$ cat config.mk
export PLATFORM = sky130hd
export DESIGN_NAME = spike_rate_decoder
export DESIGN_NICKNAME = d
export VERILOG_FILES = /design/src/rtl/spike_rate_decoder.sv
export SDC_FILE = /design/constraint.sdc
export NUM_CORES = 1
export LEC_CHECK = 0
export ABC_AREA = 1
export CAP_MARGIN = 20
export CORE_UTILIZATION = 40
export CTS_BUF_LIST = sky130_fd_sc_hd__clkbuf_4 sky130_fd_sc_hd__clkbuf_8 sky130_fd_sc_hd__clkbuf_16
export CTS_CLUSTER_SIZE = 16
export DETAILED_ROUTE_END_ITERATION = 10
export GPL_ROUTABILITY_DRIVEN = 0
export PLACE_DENSITY = 0.64
export SLEW_MARGIN = 20
export SYNTH_ARGS = -nofsm -noshare
export SYNTH_HDL_FRONTEND = slang
export SYNTH_SLANG_ARGS = --single-unit
$ cat constraint.sdc
create_clock -name clk -period 38.1 [get_ports clk]
set_input_delay 7.62 -clock clk [delete_from_list [all_inputs] [get_ports clk]]
set_output_delay 7.62 -clock clk [all_outputs]
set_load 0.1 [all_outputs]
$ cat src/rtl/spike_rate_decoder.sv
// Spike rate decoder: counts spikes on parallel lines over a programmable
// window and hands out per-channel counts, saturation flags, the argmax
// channel and an any-spike flag over a valid/ready handshake.
module spike_rate_decoder #(
  parameter int N_CH  = 8,
  parameter int CNT_W = 8,
  parameter int WIN_W = 10
) (
  input  logic                    clk,
  input  logic                    rst,
  input  logic                    ena,
  input  logic [N_CH-1:0]         spike_in,
  input  logic [WIN_W-1:0]        win_len,
  output logic [N_CH*CNT_W-1:0]   rate_data,
  output logic [N_CH-1:0]         rate_sat,
  output logic [$clog2(N_CH)-1:0] winner,
  output logic                    any_spike,
  output logic                    rate_valid,
  input  logic                    rate_ready,
  output logic                    busy
);

  localparam int IDX_W = $clog2(N_CH);
  localparam logic [CNT_W-1:0] CNT_MAX = '1;

  typedef enum logic [1:0] {
    S_IDLE  = 2'd0,
    S_COUNT = 2'd1,
    S_HOLD  = 2'd2
  } state_t;

  state_t           state;
  logic [CNT_W-1:0] cnt [N_CH];
  logic [N_CH-1:0]  sat;
  logic [WIN_W-1:0] win_reg;
  logic [WIN_W-1:0] cyc;

  logic [CNT_W-1:0]       cnt_next [N_CH];
  logic [N_CH-1:0]        sat_next;
  logic [N_CH*CNT_W-1:0]  data_next;
  logic [IDX_W-1:0]       winner_next;
  logic [CNT_W-1:0]       best_cnt;
  logic                   any_next;
  logic                   start_ok;
  logic                   last_cycle;

  assign start_ok   = ena && (win_len != '0);
  assign last_cycle = (cyc == win_reg - 1'b1);
  assign busy       = (state == S_COUNT);

  // Counts after this cycle's spikes: saturating increment, sticky sat flag
  always_comb begin
    data_next = '0;
    sat_next  = '0;
    any_next  = 1'b0;
    for (int i = 0; i < N_CH; i++) begin
      cnt_next[i] = cnt[i];
      if (spike_in[i] && (cnt[i] != CNT_MAX)) begin
        cnt_next[i] = cnt[i] + 1'b1;
      end
      sat_next[i] = sat[i] | (cnt_next[i] == CNT_MAX);
      data_next[i*CNT_W +: CNT_W] = cnt_next[i];
      any_next = any_next | (cnt_next[i] != '0);
    end
  end

  // Argmax over the final counts; strict compare keeps the lowest index on ties
  always_comb begin
    winner_next = '0;
    best_cnt    = cnt_next[0];
    for (int i = 1; i < N_CH; i++) begin
      if (cnt_next[i] > best_cnt) begin
        best_cnt    = cnt_next[i];
        winner_next = IDX_W'(i);
      end
    end
  end

  // Window FSM: IDLE waits for a start, COUNT accumulates, HOLD presents the result
  always_ff @(posedge clk) begin
    if (rst) begin
      state      <= S_IDLE;
      win_reg    <= '0;
      cyc        <= '0;
      sat        <= '0;
      rate_data  <= '0;
      rate_sat   <= '0;
      winner     <= '0;
      any_spike  <= 1'b0;
      rate_valid <= 1'b0;
      for (int i = 0; i < N_CH; i++) cnt[i] <= '0;
    end else begin
      case (state)
        S_IDLE: begin
          if (start_ok) begin
            win_reg <= win_len;
            cyc     <= '0;
            sat     <= '0;
            for (int i = 0; i < N_CH; i++) cnt[i] <= '0;
            state   <= S_COUNT;
          end
        end
        S_COUNT: begin
          if (!ena) begin
            cyc   <= '0;
            sat   <= '0;
            for (int i = 0; i < N_CH; i++) cnt[i] <= '0;
            state <= S_IDLE;
          end else begin
            sat <= sat_next;
            for (int i = 0; i < N_CH; i++) cnt[i] <= cnt_next[i];
            if (last_cycle) begin
              rate_data  <= data_next;
              rate_sat   <= sat_next;
              winner     <= winner_next;
              any_spike  <= any_next;
              rate_valid <= 1'b1;
              state      <= S_HOLD;
            end else begin
              cyc <= cyc + 1'b1;
            end
          end
        end
        S_HOLD: begin
          if (rate_ready) begin
            rate_valid <= 1'b0;
            if (start_ok) begin
              win_reg <= win_len;
              cyc     <= '0;
              sat     <= '0;
              for (int i = 0; i < N_CH; i++) cnt[i] <= '0;
              state   <= S_COUNT;
            end else begin
              state <= S_IDLE;
            end
          end
        end
        default: state <= S_IDLE;
      endcase
    end
  end

endmodule
==> impl_metrics.csv <==
group,metric,value,unit
global_routing,pin_count_of_the_biggest_net_entering_global_routing,90,
place,placement.cell_area,0.0112,mm^2
sta,finClkSkew,0.0134,ns
critical_path,timing.rr.start,"cnt[0][8]$_DFFE_PP_",
global_routing,grt_antenna_before_repair,0,
critical_path,cp_slowest_cell,"o21ai_1",
clock_tree,cts_tree,"yes",
synthesis,syn_inst,1351,
pwr,p_total,543,uW
synthesis,syn_avg_cell_area,7.38,um^2
route,drc_errors,0,
critical_path,worst_r2r_endpoint,"winner[1]$_SDFFE_PP0P_",
final_layout,largest_registers,"cnt (64), rate_data (64)",
pwr,swShare,0.357,
synthesis,synth.net_count,1433,
synthesis,synth-edff-count,32,
synthesis,yosysTopAreaCell,"dfxtp_1",
clock_tree,cts_made_buffers,17,
global_routing,globalRouteMet2Util,0.322,
status,run_status,"finished, final reports clean",
route,routed_wire_length_per_instance,14.7,um
critical_path,endpoint_class_of_the_critical_path,"flop",
sta,setup_repair_after_global_routing_missed_its_margin,"no",
floorplan,core_region_area,0.0244,mm^2
floorplan,row_count,57,
sta,worst_slew_pin_tran,1.03,ns
sta,maxSlewHeadroom,0.306,
final_layout,layout.area.seq,0.00374,mm^2
synthesis,synth-main-ff-cell,"dfxtp_1",
final_layout,drive_gt1_frac,0.0561,
critical_path,path_delay_family,"simple AND/OR/NAND/NOR gates",
floorplan,floorplan.initialDensity,0.409,
final_layout,finish.utilization,0.486,
run,max_cap_violations,0,
min_path,hold_start,"cnt[1][22]$_SDFFE_PP0P_",
global_routing,globalRouteOverflowTotal,0,
clock_tree,worst_setup_hold_path_clk_slew,0.06,ns
pwr,power.static_leakage,0.00490,uW
critical_path,most_frequent_cell_on_the_critical_path,"nand2_1",
critical_path,worstPathArrival,18.66,ns
clock_tree,deepest_level_of_the_cts_h_tree,4,
critical_path,setup.worst_path.start_class,"primary input",
clock_tree,numClockSinks,171,
pwr,power_frac_seq,0.351,
synthesis,yosysSeqAreaShare,0.376,
global_routing,groute.usage.overall,0.207,
min_path,worstHoldPathType,"reg2reg",
pwr,power.density_cell_area,45.8,mW/mm^2
route,route.vias.total,9093,
route,route.final.wire_length,25900,um
pwr,power.ir.vdd_worst,0.0216,mV
critical_path,crit_required,38.40,ns
pwr,clkPwrFrac,0.322,
min_path,worstHoldEndpoint,"cnt[1][22]$_SDFFE_PP0P_",
global_routing,grt_first_pass_wirelength,43100,um
place,dpl_worst_slack,19.40,ns
synthesis,netlist_top_cells_area,"dfxtp_1, edfxtp_1, nand2_1",
synthesis,synth-seq-cells,171,
global_routing,grtUsageMet1,0.294,
critical_path,critical_path_peak_fanout,18,
critical_path,buf_inv_stages_crit_path,6,
place,portBuffers,99,
clock_tree,insertion_delay,0.43,ns
clock_tree,clockBufferDepth,2,
route,route.detailed.vias_per_inst,5.14,
sta,tns,0,ns
route,drt_first_iter_violations,593,
pwr,internal_power,350,uW
final_layout,fillCellCount,2422,
floorplan,die-height,160,um
min_path,hold_path_depth,2,
synthesis,synth_area,0.00997,mm^2
route,detail_route.first_pass.iterations,5,
final_layout,final_nets,1513,
synthesis,synth_top_area_frac,0.279,
global_routing,first_global_vias,8574,
sta,fin_crit_sh,0.482,
critical_path,reg2reg_setup_slack,26.58,ns
sta,final_setup_fails,0,
place,place.detailed.hpwl,18900,um
floorplan,floorplan.io_pins,100,
synthesis,yosysWarningCount,0,
sta,final_worst_setup_slack,19.75,ns
pwr,p_comb_frac,0.327,
global_routing,globalRouteMet3Util,0.0387,
sta,finalMaxSlewViolations,0,
final_layout,multi_input_comb_area,0.00544,mm^2
clock_tree,cts-resized-gates,0,
clock_tree,clock-root-buffer,"clkbuf_16",
sta,number_of_hold_violations_in_the_final_report,0,
pwr,switchingPower,194,uW
critical_path,worstSetupPathType,"in2reg",
global_routing,grt.busiest_layer,"met2",
clock_tree,post_cts_hold_buffer_count,0,
sta,post_layout_minimum_cycle_time,18.35,ns
final_layout,synthesis_to_finish_area_growth,18.9,%
floorplan,floorplan.die_area,0.0256,mm^2
critical_path,reg2regPathDepth,68,
floorplan,die_width,160,um
synthesis,synth_cell_type_count,41,
synthesis,ys_async_sr_fraction,0,
route,count_of_antenna_violating_nets_left_after_detailed_routing,0,
clock_tree,number_of_post_cts_setup_repair_buffers,0,
critical_path,critical-path-max-stage-delay,0.80,ns
final_layout,insertedDiodeCount,0,
sta,max_clock_freq,54.5,MHz
final_layout,final_area,0.0119,mm^2
## worst max-delay path by stage
stage,depth (start not counted),end,slack [ns],startpoint
2_1_floorplan,68,winner[2]$_SDFFE_PP0P_,20.81,spike_in[1]
3_3_place_gp,65,winner[2]$_SDFFE_PP0P_,19.81,spike_in[1]
3_5_place_dp,65,winner[2]$_SDFFE_PP0P_,19.40,spike_in[1]
4_1_cts,64,winner[1]$_SDFFE_PP0P_,19.83,spike_in[1]
5_1_grt,68,winner[2]$_SDFFE_PP0P_,18.50,spike_in[1]
6_report,63,winner[1]$_SDFFE_PP0P_,19.75,spike_in[0]
## cell type report
type / count / share of cell area
inverter: 164 / 0.0520
tap: 324 / 0.0342
timing repair buffer: 107 / 0.0900
multi-input combinational: 970 / 0.459
clock inverter: 14 / 0.0120
clock buffer: 18 / 0.0371
sequential: 171 / 0.316
## cell usage in the layout, fill, tap and decap left out, types with 2 or more instances in the layout
cell type	instances
o21ai_0	139
dfxtp_1	139
clkinv_2	4
a211oi_1	7
and3b_1	2
nand3_1	92
nor3b_1	7
nor3_1	22
a31oi_1	4
buf_4	6
edfxtp_1	32
bufinv_16	2
nor4_1	22
nand2_4	6
inv_2	3
inv_6	4
clkinvlp_4	3
nand2_2	18
clkinv_1	2
o21bai_1	4
a21oi_1	134
a21oi_2	2
o21ai_1	9
xnor2_1	17
nor2_2	4
nor2_1	109
and3_1	3
a41oi_1	3
ha_1	60
and2_1	12
nand4_1	24
clkdlybuf4s50_1	99
or2_2	4
inv_1	159
nand2_1	204
xor2_1	53
clkbuf_16	17
## tightest hold or removal path, delay by kind of cell, from the launching register on
family / cells / cell delay [ns]
AO/OA/AOI/OAI: 1 / 0.05
flip-flops: 1 / 0.33
AND/OR/NAND/NOR: 1 / 0.06
## Yosys cell counts (9+ instances only)
cell and count:
nor2_1 110, xor2_1 53, nand2_2 18, ha_1 60
edfxtp_1 32, nor3_1 23, nand2_1 204, o21ai_1 9
dfxtp_1 139, and2_1 12, clkbuf_1 42, inv_1 161
a21oi_1 134, nor4_1 22, o21ai_0 139, nand4_1 24
xnor2_1 17, nand3_1 92
## power by group through the flow
| stage | combinational (uW) | clock, uW | sequential [uW] |
|---|---|---|---|
| 2_1_floorplan | 137 | 0 | 195 |
| 4_1_cts | 176 | 178 | 191 |
| 6_report | 178 | 175 | 191 |
| 3_5_place_dp | 176 | 0 | 195 |
| 3_3_place_gp | 171 | 0 | 195 |
| 5_1_grt | 206 | 185 | 191 |
## kinds of logic (layout without fill, tap and decap cells)
logic type               after synthesis  count (layout)  synth area share
adder cells (fa/ha/maj)               60              60            0.0753
AO/OA/AOI/OAI                        306             306             0.160
AND/OR/NAND/NOR                      534             534             0.248
flip-flops                           171             171             0.376
XOR/XNOR                              70              70            0.0615
buffers and inverters                210             303            0.0798
## metrics by stage
step | cells | hold slack (ns)
finish | 1768 | 0.483
global route | 1768 | 0.493
CTS | 1766 | 0.481
detailed placement | 1734 | 0.472
global placement | 1734 | 0.467
floorplan | 1351 | 0.437
## routing by layer
layer	vias up	wire, um
met5	-	0
met4	0	238
met3	14	1400
met2	198	11300
met1	4192	13000
li1	4689	-
Power figures use the tool's default switching activity.
